===== src/rtl/enc_pkg.sv =====
// Shared types, constants and the quadrature step decoder for the encoder speed meter.
package enc_pkg;

    localparam int CNT_W          = 32;
    localparam int DEFAULT_WINDOW = 500000;

    typedef enum logic [1:0] {
        STEP_NONE,
        STEP_FWD,
        STEP_REV,
        STEP_ILLEGAL
    } step_t;

    typedef enum logic {
        DEC_INIT,
        DEC_RUN
    } dec_state_t;

    // Forward order is 00 -> 01 -> 11 -> 10 -> 00; both bits flipping at once cannot be a real step.
    function automatic step_t decode_step(input logic [1:0] prev_ab, input logic [1:0] cur_ab);
        step_t s;
        s = STEP_NONE;
        case ({prev_ab, cur_ab})
            4'b00_01, 4'b01_11, 4'b11_10, 4'b10_00: s = STEP_FWD;
            4'b00_10, 4'b10_11, 4'b11_01, 4'b01_00: s = STEP_REV;
            4'b00_11, 4'b11_00, 4'b01_10, 4'b10_01: s = STEP_ILLEGAL;
            default:                                s = STEP_NONE;
        endcase
        return s;
    endfunction

endpackage


===== src/rtl/enc_input_filter.sv =====
// Two-flop synchronizer followed by a glitch filter that only follows the input
// after it has held a new level for FILTER_LEN consecutive cycles.
module enc_input_filter #(
    parameter int FILTER_LEN = 4
) (
    input  logic clk,
    input  logic reset,
    input  logic din,
    output logic dout
);

    logic       sync_meta;
    logic       sync_out;
    logic [7:0] stable_cnt;

    always_ff @(posedge clk or negedge reset) begin
        if (!reset) begin
            sync_meta <= 1'b0;
            sync_out  <= 1'b0;
        end else begin
            sync_meta <= din;
            sync_out  <= sync_meta;
        end
    end

    // Any cycle where the synchronized level matches the output restarts the count.
    always_ff @(posedge clk or negedge reset) begin
        if (!reset) begin
            dout       <= 1'b0;
            stable_cnt <= '0;
        end else if (sync_out == dout) begin
            stable_cnt <= '0;
        end else if (stable_cnt == 8'(FILTER_LEN - 1)) begin
            dout       <= sync_out;
            stable_cnt <= '0;
        end else begin
            stable_cnt <= stable_cnt + 8'd1;
        end
    end

endmodule


===== src/rtl/enc_speed_meter.sv =====
// Quadrature encoder position counter with windowed speed measurement and a
// coherent position/speed snapshot pair for SPI readout.
module enc_speed_meter
    import enc_pkg::*;
#(
    parameter int FILTER_LEN    = 4,
    parameter int WINDOW_CYCLES = DEFAULT_WINDOW
) (
    input  logic                    clk,
    input  logic                    reset,
    input  logic                    enc_a,
    input  logic                    enc_b,
    input  logic                    latch,
    input  logic                    clear,
    output logic signed [CNT_W-1:0] position,
    output logic signed [CNT_W-1:0] speed,
    output logic                    speed_valid,
    output logic signed [CNT_W-1:0] snap_position,
    output logic signed [CNT_W-1:0] snap_speed,
    output logic                    snap_valid,
    output logic                    dir,
    output logic                    error
);

    localparam int              WIN_W    = (WINDOW_CYCLES > 1) ? $clog2(WINDOW_CYCLES) : 1;
    localparam logic [WIN_W-1:0] WIN_LAST = WIN_W'(WINDOW_CYCLES - 1);

    logic                    filt_a;
    logic                    filt_b;
    logic [1:0]              cur_ab;
    logic [1:0]              prev_ab;
    dec_state_t              state;
    dec_state_t              state_next;
    step_t                   step;
    logic signed [CNT_W-1:0] step_delta;
    logic signed [CNT_W-1:0] pos_next;
    logic signed [CNT_W-1:0] accum;
    logic signed [CNT_W-1:0] acc_sum;
    logic [WIN_W-1:0]        win_cnt;
    logic                    win_tc;

    enc_input_filter #(.FILTER_LEN(FILTER_LEN)) u_filt_a (
        .clk   (clk),
        .reset (reset),
        .din   (enc_a),
        .dout  (filt_a)
    );

    enc_input_filter #(.FILTER_LEN(FILTER_LEN)) u_filt_b (
        .clk   (clk),
        .reset (reset),
        .din   (enc_b),
        .dout  (filt_b)
    );

    assign cur_ab = {filt_a, filt_b};

    always_ff @(posedge clk or negedge reset) begin
        if (!reset) begin
            state   <= DEC_INIT;
            prev_ab <= 2'b00;
        end else begin
            state   <= state_next;
            prev_ab <= cur_ab;
        end
    end

    // The init phase only primes prev_ab; clear forces a fresh init and swallows any step.
    always_comb begin
        state_next = state;
        step       = STEP_NONE;
        case (state)
            DEC_INIT: state_next = DEC_RUN;
            DEC_RUN:  step       = decode_step(prev_ab, cur_ab);
            default:  state_next = DEC_INIT;
        endcase
        if (clear) begin
            state_next = DEC_INIT;
            step       = STEP_NONE;
        end
    end

    always_comb begin
        step_delta = '0;
        case (step)
            STEP_FWD: step_delta = {{(CNT_W-1){1'b0}}, 1'b1};
            STEP_REV: step_delta = '1;
            default:  step_delta = '0;
        endcase
    end

    assign pos_next = clear ? '0 : position + step_delta;
    assign acc_sum  = accum + step_delta;
    assign win_tc   = (win_cnt == WIN_LAST);

    // Position is rewritten every cycle from its current value.
    always_ff @(posedge clk or negedge reset) begin
        if (!reset) begin
            position <= '0;
            dir      <= 1'b0;
            error    <= 1'b0;
        end else begin
            position <= pos_next;
            if (step == STEP_FWD) begin
                dir <= 1'b1;
            end else if (step == STEP_REV) begin
                dir <= 1'b0;
            end
            if (clear) begin
                error <= 1'b0;
            end else if (step == STEP_ILLEGAL) begin
                error <= 1'b1;
            end
        end
    end

    // The terminal count publishes speed even when clear arrives in the same cycle.
    always_ff @(posedge clk or negedge reset) begin
        if (!reset) begin
            speed       <= '0;
            speed_valid <= 1'b0;
            accum       <= '0;
            win_cnt     <= '0;
        end else begin
            speed_valid <= win_tc;
            if (win_tc) begin
                speed   <= acc_sum;
                accum   <= '0;
                win_cnt <= '0;
            end else if (clear) begin
                accum   <= '0;
                win_cnt <= '0;
            end else begin
                accum   <= acc_sum;
                win_cnt <= win_cnt + WIN_W'(1);
            end
        end
    end

    always_ff @(posedge clk or negedge reset) begin
        if (!reset) begin
            snap_position <= '0;
            snap_speed    <= '0;
            snap_valid    <= 1'b0;
        end else begin
            snap_valid <= latch;
            if (latch) begin
                snap_position <= position;
                snap_speed    <= speed;
            end
        end
    end

endmodule


===== config.mk =====
export PLATFORM = sky130hd
export DESIGN_NAME = enc_speed_meter
export DESIGN_NICKNAME = d
export VERILOG_FILES = /design/src/rtl/enc_pkg.sv /design/src/rtl/enc_input_filter.sv /design/src/rtl/enc_speed_meter.sv
export SDC_FILE = /design/constraint.sdc
export NUM_CORES = 1
export LEC_CHECK = 0
export ABC_CLOCK_PERIOD_IN_PS = 24200
export BUFFER_PORTS_ARGS = -buffer_cell sky130_fd_sc_hd__buf_2
export CAP_MARGIN = 20
export CORE_MARGIN = 2
export CORE_UTILIZATION = 57
export CTS_BUF_LIST = sky130_fd_sc_hd__clkbuf_4 sky130_fd_sc_hd__clkbuf_8
export CTS_CLUSTER_SIZE = 10
export DETAILED_ROUTE_END_ITERATION = 7
export PLACE_DENSITY = 0.78
export SYNTH_ARGS = -nofsm -noshare
export SYNTH_HDL_FRONTEND = slang
export SYNTH_HIERARCHICAL = 1
export SYNTH_SLANG_ARGS = --single-unit

===== constraint.sdc =====
create_clock -name clk -period 24.2 [get_ports clk]
set_input_delay 1.21 -clock clk [delete_from_list [all_inputs] [get_ports clk]]
set_output_delay 1.21 -clock clk [all_outputs]
set_load 0.02 [all_outputs]

==> run metrics, run 1 <==
Final Max Tran Viols 0; most used routing layer met2; setup_tns 0 ps; Post-synth EDFFs 0; worst flop-to-flop path startpoint u_filt_b/dout; antenna cells 0; Starting Density 58.2%; skew final 32.0 ps; post-CTS sizing 0; worst skew pair latency 530 ps; maximum capacitance violations 0; Hold Vio Cnt, Final 0; die height 142 microns; fin area 12,600 sq um; Vias per Instance 5.67; via count 8,312; # setup viols final 0; fmax 198 MHz; crit path capture type register; P&R area growth vs syn 15.3%; HPWL Detailed 15,700 microns; Final min period 5060 ps; worst-path fanout max 38; Clk Tree Root Cell clkbuf_8; Tightest Hold Check Type register to register; register area share after synthesis 47.7%; Site Rows 50; Clock transition at path regs 60 ps; Leak 0.00615 uW; Post-DP Area 11,800 sq um; Final GP Congestion 0.912; met1 Usage GRT 30.9%; # IOs 138; Synth cell types 65; commonest cells after routing, fill and taps aside dfrtp_1, buf_2, nor2_1; GRT Residual Overflow 0; Relative slew margins 41.2%; Synth Warn # 6; DR DRC count 0; Avg Synthesized Cell Area 10.3 sq um; #FFs+latches synth 208; initial DRC count 358; layout cells sized above 1 24.1%; H-tree depth 2; Filler cells 1,458; Bufs on Longest Clock Path 3; post-DR wirelength/cell 15.5 microns; setup bufs post-CTS 0; Pre-Repair DR Iteration Count 5; CORE AREA 18,800 sq um; pin count of the biggest net entering global routing 97; Cell Pwr Density 93.0 nW/um^2; final wirelength 22,700 microns; Post-layout nets 1,282; synthesized area 10,900 sq um; DRT antenna net count 0; first-pass GRT wire length 37,500 microns; outcome completed; I/O Buffers 137; hold path startpoint u_filt_a/sync_meta; Peak supply drop 43.2 uV; Storage cell area 5200 sq um; syn nets 1,141; total CTS buffers 35; CP startpoint kind primary input; Post-Synthesis Cells 1,065; top_reg_cell synth dfrtp_1; grt met3 use 3.80%; initial antenna violation count 0; area of the multi-input gates 5470 sq um; Req. time, crit path 24,580 ps; WP data arrival 5440 ps; Overall Power 1170 uW; met2 Use GR 36.4%; Die W 142 microns; CP Launch Point clear; Worst-Margin Slew 878 ps; die area 20,300 sq um; Min Hold Slack 347 ps; Hold Buf Count CTS 0; GR Util All Layers 22.6%; CTS tree done; commonest non-fill, non-tap cell in the layout dfrtp_1; vias in the first global route 7,969; async set-reset flop share out of synthesis 100%; CTS Sinks 208; Crit Path Category primary input to register; RSZ-0062 raised after global routing false; Final period util 20.9%
[final timing paths]
kind                                     endpoint  slack [ps]  cells past startpoint
min                             u_filt_a/sync_out         350                      0
min in group asynchronous  u_filt_b/stable_cnt[6]         750                      1
max                                     speed[28]       19140                     15
max in group asynchronous          snap_speed[25]       22200                      2
max reg2reg                             speed[28]       19800                     14
min reg2reg                     u_filt_a/sync_out         350                      0
[layout make-up]
cell class | instances | area share, %
clock buffer | 56 | 5.77
clock inverter | 7 | 0.675
inverter | 22 | 0.655
multi-input combinational | 796 | 43.4
sequential | 208 | 41.3
tap | 234 | 2.32
timing repair buffer | 143 | 5.87
[registers in the layout, indices dropped and copies added, names as in the netlist]
signal,cells
dir,1
u_filt_a/stable_cnt,8
u_filt_b/sync_out,1
position,32
snap_speed,32
u_filt_a/dout,1
error,1
u_filt_a/sync_meta,1
accum,32
prev_ab,2
u_filt_b/stable_cnt,8
win_cnt,19
speed,32
u_filt_b/dout,1
snap_valid,1
speed_valid,1
snap_position,32
u_filt_b/sync_meta,1
u_filt_a/sync_out,1
state,1
[logic make-up (layout without fill, tap and decap cells)]
| family | after synthesis | in the layout | synth area share (%) |
|---|---|---|---|
| mux | 69 | 69 | 7.10 |
| flops | 208 | 208 | 47.7 |
| simple gates | 330 | 330 | 14.0 |
| compound gates | 249 | 249 | 14.4 |
| fa+ha+maj | 70 | 70 | 8.16 |
| xor+xnor | 78 | 78 | 6.25 |
| buf+inv | 61 | 228 | 2.38 |
[synth_stat cells, types with 6 or more instances]
| cell type | n | share of area (%) |
|---|---|---|
| a21oi_1 | 64 | 2.9 |
| clkbuf_1 | 29 | 1.0 |
| nor3_1 | 11 | 0.50 |
| nand4_1 | 17 | 0.97 |
| nor2b_1 | 12 | 0.69 |
| a31oi_1 | 6 | 0.34 |
| a211oi_1 | 9 | 0.62 |
| xnor2_1 | 44 | 3.5 |
| ha_1 | 68 | 7.8 |
| o21a_1 | 11 | 0.76 |
| mux2_2 | 68 | 7.0 |
| and3_1 | 10 | 0.57 |
| or3_1 | 13 | 0.74 |
| nor2_1 | 119 | 4.1 |
| nand2_1 | 97 | 3.3 |
| o21bai_1 | 13 | 0.89 |
| nand3_1 | 24 | 1.1 |
| a21o_1 | 30 | 2.1 |
| dfrtp_1 | 208 | 48 |
| o21ai_0 | 74 | 3.4 |
| nand2b_1 | 7 | 0.40 |
| xor2_1 | 34 | 2.7 |
| inv_1 | 22 | 0.76 |
[power by group]
group | switching [uW] | leakage, uW | internal (uW)
Combinational | 233 | 0.00320 | 141
Clock | 139 | 0.000432 | 212
Sequential | 41.7 | 0.00252 | 404
Total | 414 | 0.00615 | 757
[critical path, cell delays in order]
cell      delay, ps
buf_2           540
inv_1           260
nand2_1         190
a311oi_1         80
ha_1            370
ha_1            240
fa_1            410
a21oi_1         210
o22ai_1         160
o311ai_0        470
nand2_1         210
o31ai_1         520
o21ai_0         210
xnor2_1         220
o21ai_0         100
[through the flow]
| stage | setup WS [ps] | util [%] | std cells |
|---|---|---|---|
| global route | 18680 | 67.1 | 1466 |
| floorplan | 14300 | - | 1065 |
| finish | 19140 | 67.1 | 1466 |
| global placement | 18800 | 62.8 | 1403 |
| CTS | 19140 | 67.1 | 1466 |
| detailed placement | 18600 | 62.8 | 1403 |
[routing by layer]
| layer | wire length, microns | vias up |
|---|---|---|
| met4 | 527 | 0 |
| met3 | 950 | 42 |
| li1 | - | 4069 |
| met1 | 10600 | 4006 |
| met5 | 0 | - |
| met2 | 10600 | 195 |
Note: power is estimated with default switching activity, not from simulation.
==> run 2, diff against run 1 <==
--- a/config.mk
+++ b/config.mk
@@ -5,11 +5,11 @@
 export SDC_FILE = /design/constraint.sdc
 export NUM_CORES = 1
 export LEC_CHECK = 0
-export ABC_CLOCK_PERIOD_IN_PS = 24200
+export ABC_CLOCK_PERIOD_IN_PS = 4520
 export BUFFER_PORTS_ARGS = -buffer_cell sky130_fd_sc_hd__buf_2
 export CAP_MARGIN = 20
 export CORE_MARGIN = 2
-export CORE_UTILIZATION = 57
+export CORE_UTILIZATION = 55
 export CTS_BUF_LIST = sky130_fd_sc_hd__clkbuf_4 sky130_fd_sc_hd__clkbuf_8
 export CTS_CLUSTER_SIZE = 10
 export DETAILED_ROUTE_END_ITERATION = 7
==> constraint.sdc (replaced) <==
create_clock -name clk -period 4.52 [get_ports clk]
set_input_delay 0.226 -clock clk [delete_from_list [all_inputs] [get_ports clk]]
set_output_delay 0.226 -clock clk [all_outputs]
set_load 0.02 [all_outputs]
==> run 2 against run 1 <==
  * Critical path depth decreased by 1
  * Via count about the same
  * Highest routed layer unchanged
  * Worst setup slack lost 19000 ps
  * Register-to-register slack worse by 19000 ps
  * Combinational power grew to 5.5 times the previous value
  * Largest cell class unchanged
  * Clock-buffer cell count is 4 lower
==> run metrics, run 2 (synthesis gave the netlist of run 1 again) <==
Cell Pwr Density 481 nW/um^2; die area 21,000 sq um; HPWL Detailed 15,800 microns; non-filler cells, final 1,495; worst slack at placement 478 ps; Switching Power 2220 uW; # setup viols final 0; DRT antenna net count 0; outcome completed; worst flop-to-flop path startpoint u_filt_b/dout; first-pass GRT wire length 39,400 microns; Worst-Margin Slew 963 ps; Filler cells 1,538; # IOs 138; Final Max Tran Viols 0; CTS tree done; Relative slew margins 35.8%; I/O Buffers 137; CTS Sinks 208; skew final 22.1 ps; Bufs on Longest Clock Path 3; worst-path fanout max 9; via count 8,309; H-tree depth 2; dpl cells 1,436; Peak supply drop 321 uV; CP startpoint kind register; CP Launch Point u_filt_b/dout; Overall Power 6070 uW; commonest cells after routing, fill and taps aside dfrtp_1, buf_2, nor2_1; Post-DP Area 11,900 sq um; pin count of the biggest net entering global routing 119; GR Util All Layers 22.1%; DR DRC count 0; die height 145 microns; antenna cells 0; crit path capture type register; WP data arrival 4410 ps; Final period util 89.3%; Clock transition at path regs 60 ps; initial antenna violation count 0; RSZ-0062 raised after global routing false; maximum capacitance violations 0; Seq pwr share 39.5%; Tightest Hold Check Type register to register; setup bufs post-CTS 0; Leak 0.00612 uW; Req. time, crit path 4890 ps; CORE AREA 19,500 sq um; fmax 248 MHz; switching share of total power 36.6%; fin area 12,600 sq um; Vias per Instance 5.56; P&R area growth vs syn 15.5%; setup_tns 0 ps; Clk Tree Root Cell clkbuf_8; Hold Vio Cnt, Final 0; Site Rows 51; Die W 145 microns; initial DRC count 514; Pre-Repair DR Iteration Count 5; Storage cell area 5210 sq um; Crit Path Category register to register; internal power 3850 uW; Starting Density 56.1%; Final min period 4040 ps; area of the multi-input gates 5530 sq um; GRT Residual Overflow 0; worst skew pair latency 520 ps; Post-layout nets 1,288; commonest non-fill, non-tap cell in the layout dfrtp_1; Final GP Congestion 0.896; vias in the first global route 8,312; Comb pwr share 33.7%; final wirelength 22,900 microns; hold path startpoint u_filt_a/sync_meta; total CTS buffers 35; post-DR wirelength/cell 15.3 microns; setup ws final 482 ps; layout cells sized above 1 24.5%; Clock power frac 26.8%
[run 2: routing by layer]
layer  global-route usage [%]  vias to the layer above  share of wire, %
met4                     6.44                        0               1.9
met2                     36.6                      179                47
met3                     3.77                       35               4.3
met1                     30.2                     4030                46
li1                         -                     4065                 -
met5                        0                        -                 0
[run 2: cell type report]
class	count	share of cell area, %
Clock inverter	3	0.139
Sequential cell	208	41.3
Inverter	22	0.654
Clock buffer	52	5.18
Multi-Input combinational cell	796	43.8
Timing Repair Buffer	149	6.30
Tap cell	265	2.63
[run 2: critical path, cell delays in order (launching register included)]
cell and delay (ps):
dfrtp_1 460, nor2b_1 320, nor3_1 110, a311oi_1 370, ha_1 340, ha_1 240
fa_1 440, a21oi_2 170, o22ai_1 150, o311ai_2 290, nand2_1 180, o31ai_2 330
o21ai_0 180, xnor2_1 240, o21ai_0 100
[run 2: timing repair]
| item | CTS | global route |
|---|---|---|
| resized for setup | 0 | 0 |
| hold buffers | 4 | 0 |
| endpoints found under the hold margin | 119 | 0 |
[run 2: power groups by stage]
stage	Combinational [uW]	Sequential, uW	Clock [uW]
4_1_cts	2050	2400	1670
3_3_place_gp	1980	2420	0
3_5_place_dp	2030	2420	0
6_report	2040	2400	1630
2_1_floorplan	1300	2590	0
5_1_grt	2250	2440	1750
[run 2: path summary, 6_finish.rpt]
check	cells past startpoint	slack (ps)	endpoint
worst max-delay path	14	480	speed[28]
min in group asynchronous	2	400	u_filt_a/stable_cnt[6]
worst max register to register	14	480	speed[28]
max in group asynchronous	3	2940	snap_speed[6]
worst min-delay path	0	350	u_filt_a/sync_out
worst min register to register	0	350	u_filt_a/sync_out
[run 2: through the flow]
step,utilization (%),hold slack [ps]
2_1_floorplan,-,-69.6
3_3_place_gp,61.2,336
3_5_place_dp,61.2,336
4_1_cts,64.8,349
5_1_grt,64.8,361
6_report,64.8,349
==> run 3, diff against run 2 <==
--- a/config.mk
+++ b/config.mk
@@ -13,7 +13,7 @@
 export CTS_BUF_LIST = sky130_fd_sc_hd__clkbuf_4 sky130_fd_sc_hd__clkbuf_8
 export CTS_CLUSTER_SIZE = 10
 export DETAILED_ROUTE_END_ITERATION = 7
-export PLACE_DENSITY = 0.78
+export PLACE_DENSITY_LB_ADDON = 0.08
 export SYNTH_ARGS = -nofsm -noshare
 export SYNTH_HDL_FRONTEND = slang
 export SYNTH_HIERARCHICAL = 1
==> run 3 against run 2 <==
  * Combinational power about the same
  * Total power is 1.1% higher
  * Clock-buffer cell count rose by 1
  * Wire length grew 0.34%
  * Non-clock buffer count is 1 lower
  * Register-to-register slack improved by 80 ps
  * Critical endpoint unchanged
  * Largest cell class unchanged
  * Sequential cell count is the same
  * Final area rose by 0.38%
==> run metrics, run 3 (synthesis gave the netlist of run 1 again) <==
outcome completed; commonest cells after routing, fill and taps aside dfrtp_1, buf_2, nor2_1; H-tree depth 2; setup ws final 565 ps; post-DR wirelength/cell 15.4 microns; Post-layout nets 1,289; DR DRC count 0; Clk Tree Root Cell clkbuf_8; RSZ-0062 raised after global routing false; Req. time, crit path 4900 ps; antenna cells 0; Die W 145 microns; Final period util 87.5%; WP data arrival 4340 ps; I/O Buffers 137; GRT Residual Overflow 0; setup bufs post-CTS 0; Site Rows 51; Hold Vio Cnt, Final 0; Hold Buf Count CTS 3; initial DRC count 399; dpl cells 1,436; Crit Path Category register to register; DRT antenna net count 0; P&R area growth vs syn 16.0%; Peak supply drop 279 uV; # IOs 138; Final GP Congestion 0.883; Cell Pwr Density 484 nW/um^2; Clock transition at path regs 60 ps; initial antenna violation count 0; worst-path fanout max 9; skew final 22.8 ps; commonest non-fill, non-tap cell in the layout dfrtp_1; worst slack at placement 567 ps; via count 8,311; Pre-Repair DR Iteration Count 4; post-CTS sizing 0; worst skew pair latency 530 ps; Vias per Instance 5.56; total CTS buffers 37; CP startpoint kind register; Final Max Tran Viols 0; pin count of the biggest net entering global routing 135; die area 21,000 sq um; vias in the first global route 7,994; Bufs on Longest Clock Path 3; Leak 0.00614 uW; CTS Sinks 208; GR Util All Layers 22.2%; CORE AREA 19,500 sq um; final wirelength 23,000 microns; layout cells sized above 1 24.6%; Tightest Hold Check Type primary input to register; fmax 253 MHz; Final min period 3960 ps; # setup viols final 0; Relative slew margins 34.9%; die height 145 microns; first-pass GRT wire length 39,200 microns; non-filler cells, final 1,496; Worst-Margin Slew 976 ps; maximum capacitance violations 0; crit path capture type register; CTS tree done; HPWL Detailed 16,000 microns; Starting Density 56.1%
[run 3: changes by cell type in the layout (fill, tap and decap cells not counted)]
cell,change
buf_4,-1
buf_8,+1
clkbuf_4,-4
clkbuf_8,+4
buf_12,+1
dlygate4sd3_1,-1
clkinv_2,+1
[run 3: worst paths after layout]
path | start | end | slack (ps) | cells past startpoint
worst max register to register | u_filt_b/dout | speed[28] | 560 | 14
worst max-delay path | u_filt_b/dout | speed[28] | 560 | 14
worst min-delay path | clear | state | 60 | 3
min in group asynchronous | reset | position[8] | 410 | 2
max in group asynchronous | reset | snap_speed[30] | 3030 | 3
worst min register to register | u_filt_b/sync_meta | u_filt_b/sync_out | 340 | 0
[run 3: routing by layer]
metal | share of wire [%] | track usage [%] | wire (microns) | up-vias
met5 | 0 | 0 | 0 | -
met4 | 2.5 | 7.87 | 579 | 0
met3 | 4.3 | 3.71 | 982 | 42
met2 | 45 | 34.3 | 10300 | 185
met1 | 48 | 31.8 | 11100 | 4016
li1 | - | - | - | 4068
[run 3: where the power goes]
group | internal [uW] | switching (uW) | leakage (uW)
Sequential | 2170 | 231 | 0.00252
Clock | 970 | 735 | 0.000377
Combinational | 774 | 1260 | 0.00324
Total | 3910 | 2220 | 0.00614
[run 3: area by class of cell]
| class | instances | area [sq um] |
|---|---|---|
| fillers | 1604 | 6800 |
| multi-input cells | 796 | 5530 |
| flip-flops and latches | 208 | 5210 |
| repair buffers | 148 | 798 |
| clock buffers | 53 | 692 |
| well taps | 265 | 332 |
| inverters | 22 | 82.6 |
| clock inverters | 4 | 22.5 |
[run 3: critical path, cell delays in order, from the launching register on]
cell and delay, ps:
dfrtp_1 460, nor2b_1 300, nor3_1 90, a311oi_1 340
ha_1 340, ha_1 250, fa_1 420, a21oi_2 160
o22ai_1 150, o311ai_2 300, nand2_1 180, o31ai_2 370
o21ai_0 190, xnor2_1 190, o21ai_0 90
[run 3: through the flow]
stage / setup TNS, ps / util, % / hold WS [ps] / instance area, sq um / power (uW)
floorplan: -620 / - / -69.6 / 11000 / 3890
global placement: 0 / 61.3 / 334 / 11900 / 4420
detailed placement: 0 / 61.3 / 342 / 11900 / 4450
CTS: 0 / 65.1 / 27.5 / 12700 / 6200
global route: 0 / 65.1 / 61.1 / 12700 / 6540
finish: 0 / 65.1 / 59.5 / 12700 / 6130
